## src/rtl/uart_tx_pkg.sv

```systemverilog
// Shared types and line levels for the UART byte transmitter.
// Latency: n/a (declarations only).
// Backpressure: n/a.
package uart_tx_pkg;

    // Frame sequencer states. PARITY is only reachable in parity-enabled builds.
    typedef enum logic [2:0] {
        IDLE   = 3'd0,
        START  = 3'd1,
        DATA   = 3'd2,
        PARITY = 3'd3,
        STOP   = 3'd4
    } tx_state_t;

    localparam logic LINE_IDLE  = 1'b1;
    localparam logic LINE_START = 1'b0;

endpackage

```

## src/rtl/uart_tx_bit_timer.sv

```systemverilog
// Bit-period timer: counts CLKS_PER_BIT cycles and flags the last cycle of each period.
// Latency: bit_done is a combinational decode of the registered count.
// Backpressure: none; clear restarts the period, en gates counting.
//
// Ports:
//   clk, rst   clock, asynchronous active-high reset
//   clear      restart the period at 0 (pulsed when a byte is accepted)
//   en         count while a frame is in progress
//   bit_done   high on the final cycle of the current bit period
module uart_tx_bit_timer #(
    parameter int CLKS_PER_BIT = 16
) (
    input  logic clk,
    input  logic rst,
    input  logic clear,
    input  logic en,
    output logic bit_done
);

    localparam int CNT_W = (CLKS_PER_BIT > 1) ? $clog2(CLKS_PER_BIT) : 1;
    localparam logic [CNT_W-1:0] CNT_MAX = CNT_W'(CLKS_PER_BIT - 1);

    logic [CNT_W-1:0] cnt;

    // Explicit wrap so non-power-of-two periods work.
    always_ff @(posedge clk or posedge rst) begin
        if (rst) begin
            cnt <= '0;
        end else if (clear) begin
            cnt <= '0;
        end else if (en) begin
            if (cnt == CNT_MAX) begin
                cnt <= '0;
            end else begin
                cnt <= cnt + 1'b1;
            end
        end
    end

    assign bit_done = en && (cnt == CNT_MAX);

endmodule

```

## src/rtl/uart_byte_transmitter.sv

```systemverilog
// Serialises one byte per valid/ready handshake into start, LSB-first data, [parity], stop.
// Latency: start bit on the line the cycle after acceptance; frame = bits * CLKS_PER_BIT cycles.
// Backpressure: tx_ready high only in IDLE; tx_valid/tx_data ignored while a frame is in flight.
//
// Ports:
//   clk, rst    clock, asynchronous active-high reset (line forced high at once)
//   tx_data     byte to send, sampled on the accepting edge only
//   tx_valid    tx_data is valid
//   tx_ready    block can accept a byte (state == IDLE)
//   tx_serial   registered serial line, idles high
//   tx_busy     frame in progress (state != IDLE)
//
// Build option: define UART_TX_PARITY_EN to insert an even-parity bit after the MSB.
module uart_byte_transmitter
    import uart_tx_pkg::*;
#(
    parameter int DATA_W       = 8,
    parameter int CLKS_PER_BIT = 16
) (
    input  logic              clk,
    input  logic              rst,
    input  logic [DATA_W-1:0] tx_data,
    input  logic              tx_valid,
    output logic              tx_ready,
    output logic              tx_serial,
    output logic              tx_busy
);

    localparam int IDX_W = (DATA_W > 1) ? $clog2(DATA_W) : 1;
    localparam logic [IDX_W-1:0] IDX_LAST = IDX_W'(DATA_W - 1);

    tx_state_t         state;
    tx_state_t         state_nxt;
    logic [DATA_W-1:0] shift_q;
    logic [IDX_W-1:0]  bit_idx;
    logic              serial_q;
    logic              serial_nxt;
    logic              shift_step;
    logic              idx_inc;
    logic              accept;
    logic              bit_done;
`ifdef UART_TX_PARITY_EN
    logic              parity_q;
`endif

    assign tx_ready  = (state == IDLE);
    assign tx_busy   = (state != IDLE);
    assign tx_serial = serial_q;
    assign accept    = tx_valid && tx_ready;

    uart_tx_bit_timer #(
        .CLKS_PER_BIT (CLKS_PER_BIT)
    ) u_bit_timer (
        .clk      (clk),
        .rst      (rst),
        .clear    (accept),
        .en       (tx_busy),
        .bit_done (bit_done)
    );

    always_ff @(posedge clk or posedge rst) begin
        if (rst) begin
            state <= IDLE;
        end else begin
            state <= state_nxt;
        end
    end

    // Next state plus the next line level; the line itself is always a flop.
    // Each data bit is presented from shift_q[0] at the moment its period begins,
    // and the register shifts in the same edge so the next bit is ready.
    always_comb begin
        state_nxt  = state;
        serial_nxt = serial_q;
        shift_step = 1'b0;
        idx_inc    = 1'b0;
        case (state)
            IDLE: begin
                serial_nxt = LINE_IDLE;
                if (tx_valid) begin
                    state_nxt  = START;
                    serial_nxt = LINE_START;
                end
            end
            START: begin
                if (bit_done) begin
                    state_nxt  = DATA;
                    serial_nxt = shift_q[0];
                    shift_step = 1'b1;
                end
            end
            DATA: begin
                if (bit_done) begin
                    if (bit_idx == IDX_LAST) begin
`ifdef UART_TX_PARITY_EN
                        state_nxt  = PARITY;
                        serial_nxt = parity_q;
`else
                        state_nxt  = STOP;
                        serial_nxt = LINE_IDLE;
`endif
                    end else begin
                        serial_nxt = shift_q[0];
                        shift_step = 1'b1;
                        idx_inc    = 1'b1;
                    end
                end
            end
`ifdef UART_TX_PARITY_EN
            PARITY: begin
                if (bit_done) begin
                    state_nxt  = STOP;
                    serial_nxt = LINE_IDLE;
                end
            end
`endif
            STOP: begin
                if (bit_done) begin
                    state_nxt  = IDLE;
                    serial_nxt = LINE_IDLE;
                end
            end
            default: begin
                state_nxt  = IDLE;
                serial_nxt = LINE_IDLE;
            end
        endcase
    end

    always_ff @(posedge clk or posedge rst) begin
        if (rst) begin
            serial_q <= LINE_IDLE;
            shift_q  <= '0;
            bit_idx  <= '0;
`ifdef UART_TX_PARITY_EN
            parity_q <= 1'b0;
`endif
        end else begin
            serial_q <= serial_nxt;
            if (accept) begin
                shift_q  <= tx_data;
                bit_idx  <= '0;
`ifdef UART_TX_PARITY_EN
                // Even parity over the byte as accepted, so later tx_data changes cannot leak in.
                parity_q <= ^tx_data;
`endif
            end else begin
                if (shift_step) begin
                    shift_q <= {1'b0, shift_q[DATA_W-1:1]};
                end
                if (idx_inc) begin
                    bit_idx <= bit_idx + 1'b1;
                end
            end
        end
    end

endmodule

```

## config.mk

```make
export PLATFORM = sky130hd
export DESIGN_NAME = uart_byte_transmitter
export DESIGN_NICKNAME = d
export VERILOG_FILES = /design/src/rtl/uart_tx_pkg.sv /design/src/rtl/uart_tx_bit_timer.sv /design/src/rtl/uart_byte_transmitter.sv
export SDC_FILE = /design/constraint.sdc
export NUM_CORES = 1
export LEC_CHECK = 0
export ABC_AREA = 1
export CAP_MARGIN = 20
export CORE_ASPECT_RATIO = 1.25
export CORE_MARGIN = 8
export CORE_UTILIZATION = 57
export CTS_CLUSTER_DIAMETER = 80
export CTS_CLUSTER_SIZE = 40
export DETAILED_ROUTE_END_ITERATION = 7
export PLACE_DENSITY_LB_ADDON = 0.12
export REMOVE_ABC_BUFFERS = 1
export SYNTH_ARGS = -nofsm -noshare
export SYNTH_HDL_FRONTEND = slang
export SYNTH_SLANG_ARGS = --single-unit
export TNS_END_PERCENT = 10
```

## constraint.sdc

```tcl
create_clock -name clk -period 2.4 [get_ports clk]
set_input_delay 0.48 -clock clk [delete_from_list [all_inputs] [get_ports clk]]
set_output_delay 0.48 -clock clk [all_outputs]
set_load 0.01 [all_outputs]
```

==> qor.csv <==
stage,metric,value,unit
power,static leakage,0.658,nW
drt,residual DRC count,0,
worst_hold_path,hold path depth,2,
synthesis,Unique masters post-synth,23,
synthesis,mapped cell area,0.00105,mm²
setup_path,Critical Path RT,1920,ps
floorplanning,initial core utilization,60.3,%
setup_path,CP Max Fanout,8,
clocking,Bufs on Longest Clock Path,2,
synthesis,"area leader, netlist",dfrtp_1,
final_layout,final net count,163,
timing,clock skew,12.7,ps
timing,Worst Tran Pin Value,711,ps
timing,Hold WS,489,ps
drt,Routed WL,2050,µm
setup_path,crit start category,flop,
drt,First DRT Iteration DRCs,10,
floorplanning,Die Height,64.0,µm
synthesis,average cell area after synthesis,7.84,µm²
clocking,htree depth,1,
floorplanning,IO Pins,14,
worst_hold_path,HP Start,tx_serial$_DFFE_PP1P_,
drt,Vias,889,
global_routing,GRT Total Usage,13.4,%
placement,RD Place Congestion,0.888,
outcome,status,completed,
clocking,Root Buffer,clkbuf_4,
synthesis,#FFs+latches synth,19,
timing,Pins Over Slew Limit,0,
final_layout,ratio of cells with drive above 1 in the final layout,10.8,%
synthesis,synth top area cells,"dfrtp_1, nand2_1, nand3_1",
timing,Slew HR,52.6,%
synthesis,Mapped Cells,134,
timing,final setup TNS,0,ps
timing,Final Critical Period,2100,ps
clocking,Clock Sinks,19,
timing,Final Hold Vio Count,0,
synthesis,post-synth top area share,42.9,%
clocking,cts repair resizes,0,
timing,RSZ-0062 raised after global routing,false,
floorplanning,Die W,54.4,µm
clocking,TritonCTS Buffers,3,
final_layout,final instance area,0.00120,mm²
setup_path,Reg-to-Reg Start,u_bit_timer.cnt[0]$_DFFE_PP0P_,
drt,DRT Pass-1 Iters,3,
setup_path,crit path from,state[1]$_DFFE_PP0P_,
clocking,Worst-path clk slew,100,ps
floorplanning,Die ar.,0.00348,mm²
timing,Max Fclk,0.475,GHz
drt,wire per inst,12.3,µm
setup_path,CP endpoint kind,output port,
synthesis,sequential fraction of the synthesis area,45.4,%
final_layout,most frequent cells in the layout,"nand2_1, dfrtp_1, nand3_1, clkdlybuf4s50_1, nand4_1",
final_layout,Area growth syn-to-layout,14.6,%
drt,final antenna-violating net count,0,
clocking,CTS tree,yes,
drt,vias per inst,5.32,
setup_path,Worst R2R Path Depth,9,
global_routing,Congestion Overflow GR,0,
clocking,CTS Hold Bufs,0,
global_routing,antenna violations before repair,0,
final_layout,n_diodes,0,
placement,IO Port Bufs,13,
flow_run,MaxCap Viol Count,0,
clocking,clock latency on the worst-skew pair,290,ps
power,Pwr Total,0.00120,W
placement,area of placed instances,0.00118,mm²
timing,fin crit share,87.7,%
worst_hold_path,Hold WC Path Type,flop to flop,
final_layout,"most common cell after layout, fill and taps aside",nand2_1,
floorplanning,Site Rows,17,
global_routing,first-pass GRT wire length,3690,µm
global_routing,vias in the first global route,947,
setup_path,Worst EP arrival,1620,ps
global_routing,largest net degree at the start of global routing,23,
floorplanning,core area,0.00174,mm²
power,power per cell area,995,mW/mm²
clocking,postcts setup bufs,0,
timing,setup violators final,0,
placement,DP HPWL,1610,µm
power,Peak VDD IR,0.523,mV
synthesis,synth warn,0,
setup_path,Setup CP Type,flop to output port,
## worst paths after layout
path | endpoint | slack [ps]
min | tx_serial$_DFFE_PP1P_ | 490
max | tx_ready | 300
max in group asynchronous | shift_q[1]$_DFFE_PP0P_ | 1360
max reg2reg | shift_q[0]$_DFFE_PP0P_ | 730
min in group asynchronous | shift_q[6]$_DFFE_PP0P_ | 580
min reg2reg | tx_serial$_DFFE_PP1P_ | 490
## cells in the mapped netlist, drive strengths merged
master	n
nand2	62
dfrtp	18
nand3	15
nand4	9
inv	8
nor2	5
o21ai	4
buf	3
ha	3
a21oi	1
clkinv	1
dfstp	1
nand3b	1
o21bai	1
xnor2	1
xor2	1
## flip-flops by register name, summed over array words and instances (netlist names)
signal and flops:
bit_idx 3, u_bit_timer.cnt 4, state 3, tx_serial 1, shift_q 8
## worst max-delay path, cell delays in order, from the launching register on
cell and delay [ps]:
dfrtp_1 450, nor2_4 170, nand2_4 90, inv_4 90
clkdlybuf4s50_1 540
## metrics by stage
step,worst slack (ps),utilization (%),instances
2_1_floorplan,976,-,131
3_3_place_gp,646,67.5,163
5_1_grt,210,69.1,167
3_5_place_dp,612,67.5,163
4_1_cts,279,69.1,167
6_report,296,69.1,167
## power breakdown
part | switching (W) | internal, W | leakage (nW) | total [W]
clock | 0.0000967 | 0.0000619 | 0.0177 | 0.000159
combinational | 0.000296 | 0.000219 | 0.397 | 0.000515
sequential | 0.0000859 | 0.000439 | 0.243 | 0.000525
total | 0.000479 | 0.000720 | 0.658 | 0.00120
## cell type report
type	count	area [µm²]
Sequential cell	19	477
Fill cell	150	539
Inverter	9	36.3
Clock buffer	3	22.5
Tap cell	19	23.8
Timing Repair Buffer	13	130
Multi-Input combinational cell	103	510
Clock inverter	1	5.00
## logic make-up (layout without fill, tap and decap cells)
family,count (synthesis),in the layout,synth area share [%]
adders and majority gates,3,3,3.57
and+or+nand+nor,92,92,40.2
buffers and inverters,12,26,6.07
DFF,19,19,45.4
xor gates and xnor gates,2,2,1.67
AOI/OAI and AO/OA,6,6,3.10
## per-layer routing
layer	share of wire (%)	GRT usage (%)
met5	0	0
met4	1.3	7.72
met3	4.3	3.01
met2	52	23.6
met1	42	13.4
(Power assumes the default switching activity.)
